**src/rtl/mem_access_unit.sv**
```systemverilog
// MEM-stage data-memory access unit: req/ack bus transaction, byte lanes, load extension, stall.
// Optional misaligned-access trap is enabled by defining MEM_MISALIGN_TRAP_EN.
`timescale 1ns/1ps
module mem_access_unit #(
    parameter int TIMEOUT_CYCLES = 255
) (
    input  logic        clk,
    input  logic        rst,
    input  logic        acc_valid,
    input  logic        MemREAD,
    input  logic [1:0]  MemWrite,
    input  logic [2:0]  funct3,
    input  logic [31:0] addr,
    input  logic [31:0] store_data,
    output logic        stall,
    output logic        done,
    output logic [31:0] load_data,
    output logic        bus_err,
    output logic        misalign,
    output logic        mem_req,
    output logic        mem_we,
    output logic [3:0]  mem_be,
    output logic [31:0] mem_addr,
    output logic [31:0] mem_wdata,
    input  logic [31:0] mem_rdata,
    input  logic        mem_ack
);

    typedef enum logic [1:0] {IDLE, BUSY, DONE} state_t;

    localparam logic [15:0] TMO_LAST = 16'(TIMEOUT_CYCLES - 1);

    state_t      state;
    logic [15:0] tmo_cnt;
    logic        we_q;
    logic [1:0]  lane_q;
    logic [2:0]  funct3_q;

    logic        is_store;
    logic        start;
    logic [1:0]  size;      // 0 = byte, 1 = half, 2 = word
    logic [3:0]  be;
    logic [31:0] wdata;
    logic        mis;

    // Select the addressed lane and sign/zero-extend; unknown load types read the full word.
    function automatic logic [31:0] extend_load(input logic [31:0] word,
                                                input logic [1:0]  lane,
                                                input logic [2:0]  f3);
        logic [7:0]  b;
        logic [15:0] h;
        b = word[{lane, 3'b000} +: 8];
        h = lane[1] ? word[31:16] : word[15:0];
        case (f3)
            3'b000:  extend_load = {{24{b[7]}}, b};
            3'b001:  extend_load = {{16{h[15]}}, h};
            3'b100:  extend_load = {24'b0, b};
            3'b101:  extend_load = {16'b0, h};
            default: extend_load = word;
        endcase
    endfunction

    always_comb begin
        is_store = (MemWrite != 2'b00);
        start    = acc_valid & (MemREAD | is_store);
        if (is_store)
            size = MemWrite - 2'd1;
        else begin
            case (funct3[1:0])
                2'b00:   size = 2'd0;
                2'b01:   size = 2'd1;
                default: size = 2'd2;
            endcase
        end
        case (size)
            2'd0: begin
                be    = 4'b0001 << addr[1:0];
                wdata = {4{store_data[7:0]}};
            end
            2'd1: begin
                be    = 4'b0011 << {addr[1], 1'b0};
                wdata = {2{store_data[15:0]}};
            end
            default: begin
                be    = 4'b1111;
                wdata = store_data;
            end
        endcase
`ifdef MEM_MISALIGN_TRAP_EN
        mis = ((size == 2'd1) && addr[0]) || ((size == 2'd2) && (addr[1:0] != 2'b00));
`else
        mis = 1'b0;
`endif
        stall = ((state == IDLE) && start) || (state == BUSY);
    end

    always_ff @(posedge clk) begin
        if (rst) begin
            state     <= IDLE;
            tmo_cnt   <= '0;
            we_q      <= 1'b0;
            lane_q    <= '0;
            funct3_q  <= '0;
            mem_req   <= 1'b0;
            mem_we    <= 1'b0;
            mem_be    <= '0;
            mem_addr  <= '0;
            mem_wdata <= '0;
            done      <= 1'b0;
            load_data <= '0;
            bus_err   <= 1'b0;
            misalign  <= 1'b0;
        end else begin
            case (state)
                IDLE: begin
                    if (start) begin
                        we_q     <= is_store;
                        lane_q   <= addr[1:0];
                        funct3_q <= funct3;
                        tmo_cnt  <= '0;
                        if (mis) begin
                            state     <= DONE;
                            done      <= 1'b1;
                            misalign  <= 1'b1;
                            load_data <= '0;
                        end else begin
                            state     <= BUSY;
                            mem_req   <= 1'b1;
                            mem_we    <= is_store;
                            mem_be    <= be;
                            mem_addr  <= {addr[31:2], 2'b00};
                            mem_wdata <= wdata;
                        end
                    end
                end
                BUSY: begin
                    // An ack arriving in the timeout cycle still completes the access.
                    if (mem_ack || (tmo_cnt == TMO_LAST)) begin
                        state     <= DONE;
                        done      <= 1'b1;
                        bus_err   <= ~mem_ack;
                        load_data <= (mem_ack && !we_q) ? extend_load(mem_rdata, lane_q, funct3_q) : '0;
                        mem_req   <= 1'b0;
                        mem_we    <= 1'b0;
                        mem_be    <= '0;
                        mem_addr  <= '0;
                        mem_wdata <= '0;
                    end else begin
                        tmo_cnt <= tmo_cnt + 16'd1;
                    end
                end
                DONE: begin
                    state     <= IDLE;
                    done      <= 1'b0;
                    bus_err   <= 1'b0;
                    misalign  <= 1'b0;
                    load_data <= '0;
                end
                default: state <= IDLE;
            endcase
        end
    end

endmodule

```
**config.mk**
```make
export PLATFORM = sky130hd
export DESIGN_NAME = mem_access_unit
export DESIGN_NICKNAME = d
export VERILOG_FILES = /design/src/rtl/mem_access_unit.sv
export SDC_FILE = /design/constraint.sdc
export NUM_CORES = 1
export LEC_CHECK = 0
export CAP_MARGIN = 20
export CORE_ASPECT_RATIO = 1.2
export CORE_MARGIN = 4
export CORE_UTILIZATION = 44
export CTS_CLUSTER_DIAMETER = 40
export DETAILED_ROUTE_END_ITERATION = 10
export PLACE_DENSITY = 0.8
export SLEW_MARGIN = 20
export SYNTH_ARGS = -nofsm -noshare
export SYNTH_HDL_FRONTEND = slang
export SYNTH_SLANG_ARGS = --single-unit
```
**constraint.sdc**
```tcl
create_clock -name clk -period 2.3 [get_ports clk]
set_input_delay 0.575 -clock clk [delete_from_list [all_inputs] [get_ports clk]]
set_output_delay 0.575 -clock clk [all_outputs]
set_load 0.02 [all_outputs]
```
==> impl_metrics.ini, run 1 <==
[status]
status = complete, no violations

[power]
sw_frac_of_total_pct = 25.2
switchingPower_w = 0.00156
seqPwrFrac_pct = 38.6
powerDensity_nw_per_um2 = 722
worst_ir_drop_vdd_mv = 0.487
leakage_nw = 3.23
combPwrFrac_pct = 17.8
p_clk_share_pct = 43.6
internal_power_w = 0.00463

[yosys]
synth.area.top_cells = dfxtp_1 (45%), a22o_1 (10%), nand2_1 (5.6%), nor2_1 (5.3%), a31oi_1 (2.6%)
syn_inst = 623
synth_mux_area_share_pct = 2.41
ys.flop_type = dfxtp_1
synth-simple-area-share_pct = 19.8
ys_warn_count = 0
synth_compound_area_share_pct = 24.8
ys_seq_area_share_pct = 45.1
synth_top_area_cell = dfxtp_1
synth_xor_area_share_pct = 2.03
synth_top_family_by_area = compound AO/OA/AOI/OAI gates
async_reset_ff_share_pct = 0
synth_cell_types = 62
synth_edf_count = 0
synth_top_area_share_pct = 45.1
synth.cell_area_um2 = 5600
avgSynthCellArea_um2 = 8.99
synthAdderAreaFrac_pct = 0.447
ys_ff_latch = 126

[floorplan]
pin_count = 212
die_area_um2 = 14600
die_w_um = 111
rows = 44
core_um2 = 12300
initial_core_util_pct = 45.6
die_y_um = 132

[cells_and_area]
ff_latch_area_um2 = 2520
drive_gt1_share_pct = 10.6
finalNetCount = 951
diodes = 0
area_growth_pct = 53.0
fillerInstances = 910
multi_input_area_um2 = 2790
final_common_cell = clkdlybuf4s50_1
final_cell_mix = clkdlybuf4s50_1 (206), dfxtp_1 (126), nand2_1 (83), nor2_1 (79), a22o_1 (65)

[critical_path]
path_delay_family = buffers and inverters
crit_fanout = 2
cpMaxStageDelayCell = clkdlybuf4s50_1
cp-end-kind = output port
arrival_ns = 1.57
required_ns = 1.73
critPathBufInv = 2
crit_type = in -> out
cp_cell_sequence = clkdlybuf4s50_1 -> o31ai_1 -> a21oi_1 -> clkbuf_2
cp_slowest_stage_delay_ns = 0.43
cp-start-kind = input pin

[sta]
max_slew_margin_pct = 59.1
worst_slew_pin_slew_ns = 0.613
final-hold-violation-count = 0
period_needed_ns = 2.14
fin_skew_ns = 0.00745
final.setup.tns_ns = 0
final_max_slew_viol_count = 0
setup_viol = 0
fmax_mhz = 467
whs_ns = 0.459
rsz0062_at_grt = no
period_share_pct = 93.1

[detailed_routing]
wl_per_cell_um = 17.2
ant_nets = 0
route.detailed.drc = 0
drt-total-wl_mm = 17.5
vias = 5629
firstDrtPassIters = 6
via_per_inst = 5.53
drt_iter0_drc = 416

[clocking]
path_clk_slew_ns = 0.05
htree_levels = 4
clock_sinks = 126
cts_resized = 2
cts_tree = done
cts_root_buffer = clkbuf_16
post-cts-setup-buffer-count = 0
insertion_delay_ns = 0.41
cts_buffer_depth = 2
holdBufCountCts = 0
cts_buffers = 17

[grt]
overflow = 0
grt_start_max_net_pins = 53
grt_pass1_wl_mm = 28.8
antenna_found_initial = 0
grt_pass1_vias = 5656
grt_use_total_pct = 23.9

[flow_run]
drv_cap = 0

[placement]
numPortBuffers = 208
dpl.hpwl_mm = 12.9
gp_congestion = 0.906

[min_path]
hold_class = reg -> reg
[synthesized netlist by cell type (all sizes together), types with 2 or more instances]
master   instances
buf             31
mux2i            9
nor2            81
inv              6
nor3             7
a21oi           24
o32a             8
or3              8
nand3b           2
xnor2            6
o21ai           23
ha               2
nand2           84
xor2             7
and2             3
a211oi           7
o221a            8
o31ai            2
nor3b            3
and4             2
dfxtp          126
nand2b           6
nor4b            2
or3b             2
clkbuf          16
mux2             2
a22o            65
nor2b           11
nand4            8
o21bai           2
o2bb2ai          8
a21o             7
a31oi           24
nand3            6
[cell type report]
class                   count  share of cell area (%)
multi-input cells         445                    32.6
flip-flops and latches    126                    29.5
repair buffers            246                    28.3
clock buffers              21                    5.38
well taps                 161                    2.35
clock inverters            11                    1.64
inverters                   7                   0.307
[logic make-up (layout without fill, tap and decap cells)]
group	after synthesis	in the layout
fa+ha+maj	2	2
compound gates	183	183
flops	126	126
other cells	1	3
simple gates	232	232
buf+inv	54	285
mux	12	12
xor+xnor	13	13
[path summary, 6_finish.rpt]
check / startpoint / to / slack [ns] / cells after the start
worst max-delay path: MemWrite[0] / stall / 0.16 / 4
worst max register to register: tmo_cnt[0] / tmo_cnt[14] / 0.35 / 8
worst min-delay path: load_data[0] / load_data[0] / 0.46 / 2
worst min register to register: load_data[0] / load_data[0] / 0.46 / 2
[registers in the layout, summed over array words and instances (netlist names)]
| name | cells |
|---|---|
| load_data | 32 |
| mem_wdata | 32 |
| mem_addr | 30 |
| tmo_cnt | 16 |
| mem_be | 4 |
| funct3_q | 3 |
| lane_q | 2 |
| state | 2 |
| bus_err | 1 |
| done | 1 |
| mem_req | 1 |
| mem_we | 1 |
| we_q | 1 |
[routing by layer]
metal	up-vias	routed length, µm	GRT usage (%)
li1	2691	-	-
met1	2653	7080	28.0
met2	242	8790	41.8
met3	43	1150	5.89
met4	0	451	9.79
met5	-	0	0
[worst register-to-register path, stage by stage (launching register included)]
cell	delay, ns
dfxtp_1	0.43
inv_1	0.07
ha_1	0.20
nor4b_4	0.14
and4_1	0.23
buf_4	0.18
nor2_1	0.19
nand2_1	0.08
mux2_1	0.31
[stage by stage]
stage | instance area (µm²) | total power [W] | setup slack, ns | util, % | std cells
after floorplan | 5610 | 0.00296 | 0.451 | - | 625
final | 8560 | 0.00619 | 0.159 | 69.8 | 1017
after global placement | 7970 | 0.00350 | -0.232 | 64.9 | 985
after global routing | 8560 | 0.00643 | 0.0835 | 69.8 | 1017
after detailed placement | 7970 | 0.00353 | -0.259 | 64.9 | 985
after CTS | 8570 | 0.00624 | 0.0198 | 69.8 | 1017
[power groups by stage]
stage,sequential (W),combinational [W],clock (W)
2_1_floorplan,0.00255,0.000411,0
3_3_place_gp,0.00242,0.00108,0
3_5_place_dp,0.00243,0.00110,0
4_1_cts,0.00239,0.00111,0.00275
5_1_grt,0.00240,0.00118,0.00285
6_report,0.00239,0.00110,0.00270
No activity file was read; power rests on OpenSTA's default activity.
==> inputs of run 2 (changes only) <==
PLACE_DENSITY = 0.82   (was 0.8)
==> run 2 against run 1 <==
- non-clock buffer count is 2 higher
- die area unchanged
- wire length up 1.5%
- clock power about the same
- first-iteration DRC count fell by 8.2%
- sequential power is essentially flat
- global-route usage barely moved
- utilization rose by 0.082 points
- via count grew 1.4%
- critical path type unchanged
- largest cell class unchanged
- highest routed layer unchanged
==> impl_metrics.ini, run 2 (synthesis results as in run 1) <==
[status]
status = complete, no violations

[sta]
setup_viol = 0
final-hold-violation-count = 0
rsz0062_at_grt = no
worst_slew_pin_slew_ns = 0.673
period_needed_ns = 2.12
period_share_pct = 92.3
final_max_slew_viol_count = 0
max_slew_margin_pct = 55.0
fmax_mhz = 471
fin_skew_ns = 0.00884

[power]
leakage_nw = 3.23
combPwrFrac_pct = 17.9
powerDensity_nw_per_um2 = 720
worst_ir_drop_vdd_mv = 0.384
seqPwrFrac_pct = 38.7
sw_frac_of_total_pct = 27.2
internal_power_w = 0.00449
finalPower_w = 0.00617
switchingPower_w = 0.00168
p_clk_share_pct = 43.4

[clocking]
path_clk_slew_ns = 0.06
cts_buffer_depth = 2
cts_tree = done
holdBufCountCts = 0
insertion_delay_ns = 0.41
post-cts-setup-buffer-count = 0
htree_levels = 4
cts_buffers = 17
cts_root_buffer = clkbuf_16
clock_sinks = 126

[critical_path]
reg2reg_depth = 7
r2r_slack_ns = 0.37
cp-start-kind = input pin
required_ns = 1.73
cp-end-kind = output port
arrival_ns = 1.55
crit_fanout = 2
crit_type = in -> out
rr_endpoint = tmo_cnt[14]
timing.rr.start = tmo_cnt[1]

[floorplan]
initial_core_util_pct = 45.6
die_area_um2 = 14600
core_um2 = 12300
die_y_um = 132
die_w_um = 111
rows = 44
pin_count = 212

[min_path]
holdPathStages = 2
hold_class = reg -> reg
hold_path_end = load_data[15]
holdCritStartpoint = load_data[15]

[cells_and_area]
drive_gt1_share_pct = 11.1
finalNetCount = 953
diodes = 0
final_cell_mix = clkdlybuf4s50_1 (206), dfxtp_1 (126), nand2_1 (83), nor2_1 (79), a22o_1 (65)
fin_area_um2 = 8570
final_common_cell = clkdlybuf4s50_1
final_cells = 1019
area_growth_pct = 53.2
reg.largest.list = load_data (32), mem_wdata (32), mem_addr (30)

[placement]
numPortBuffers = 208
dpl.hpwl_mm = 13.2
place_area_um2 = 7980
place_inst = 987
gp_congestion = 0.846

[detailed_routing]
wl_met3_mm = 1.15
route.detailed.drc = 0
dr_wl_met2_mm = 8.90
wl_per_cell_um = 17.4
firstDrtPassIters = 5
via_per_inst = 5.60
drt-total-wl_mm = 17.7
drt_iter0_drc = 382
ant_nets = 0
vias = 5707
drt-met1-wl_mm = 7.11
maxUsedRoutingLayer = met4

[grt]
grt_use_total_pct = 23.9
overflow = 0
antenna_found_initial = 0
grt_pass1_wl_mm = 29.0
grt_start_max_net_pins = 50
grt_pass1_vias = 5690

[flow_run]
drv_cap = 0
-- run 2: how the worst max path moves through the flow --
| stage | from | endpoint | slack (ns) |
|---|---|---|---|
| 6_report | MemWrite[0] | stall | 0.18 |
| 5_1_grt | MemWrite[1] | tmo_cnt[0] | 0.11 |
| 4_1_cts | MemWrite[0] | stall | 0.04 |
| 3_5_place_dp | MemWrite[0] | stall | -0.23 |
| 3_3_place_gp | MemWrite[0] | stall | -0.22 |
| 2_1_floorplan | MemWrite[0] | mem_wdata[24] | 0.45 |
-- run 2: worst max-delay path, cell delays in order --
cell and delay (ns):
clkdlybuf4s50_1 0.50, o31ai_2 0.08, a21oi_1 0.19, clkbuf_2 0.20
-- run 2: area by class of cell --
type | count | area [µm²]
Clock buffer | 18 | 429
Sequential cell | 126 | 2520
Fill cell | 971 | 3700
Clock inverter | 14 | 161
Multi-Input combinational cell | 445 | 2800
Timing Repair Buffer | 248 | 2430
Inverter | 7 | 26.3
Tap cell | 161 | 201
-- run 2: what timing repair did --
action | CTS | global route
hold endpoints to repair | 0 | 0
gates cloned | 0 | 0
endpoints found under the setup margin | 1 | 1
gates resized for setup | 1 | 3
-- run 2: power by group through the flow --
| stage | Combinational, W | Clock [W] | Sequential [W] |
|---|---|---|---|
| finish | 0.00111 | 0.00268 | 0.00239 |
| global route | 0.00118 | 0.00283 | 0.00240 |
| CTS | 0.00111 | 0.00272 | 0.00239 |
| detailed placement | 0.00110 | 0 | 0.00243 |
| global placement | 0.00108 | 0 | 0.00243 |
| floorplan | 0.000411 | 0 | 0.00255 |
-- run 2: per-stage QoR --
stage	utilization, %	hold slack, ns	setup WS, ns	setup TNS [ns]
6_report	69.8	0.459	0.178	0
5_1_grt	69.8	0.482	0.113	0
4_1_cts	69.8	0.458	0.0359	0
3_5_place_dp	65.0	0.449	-0.227	-5.84
3_3_place_gp	65.0	0.446	-0.224	-3.26
2_1_floorplan	-	0.463	0.451	0
-- run 2: layer usage --
metal,global-route usage (%),up-vias
met5,0,-
met4,10.7,0
met3,5.98,52
met2,41.6,249
met1,27.8,2711
li1,-,2695
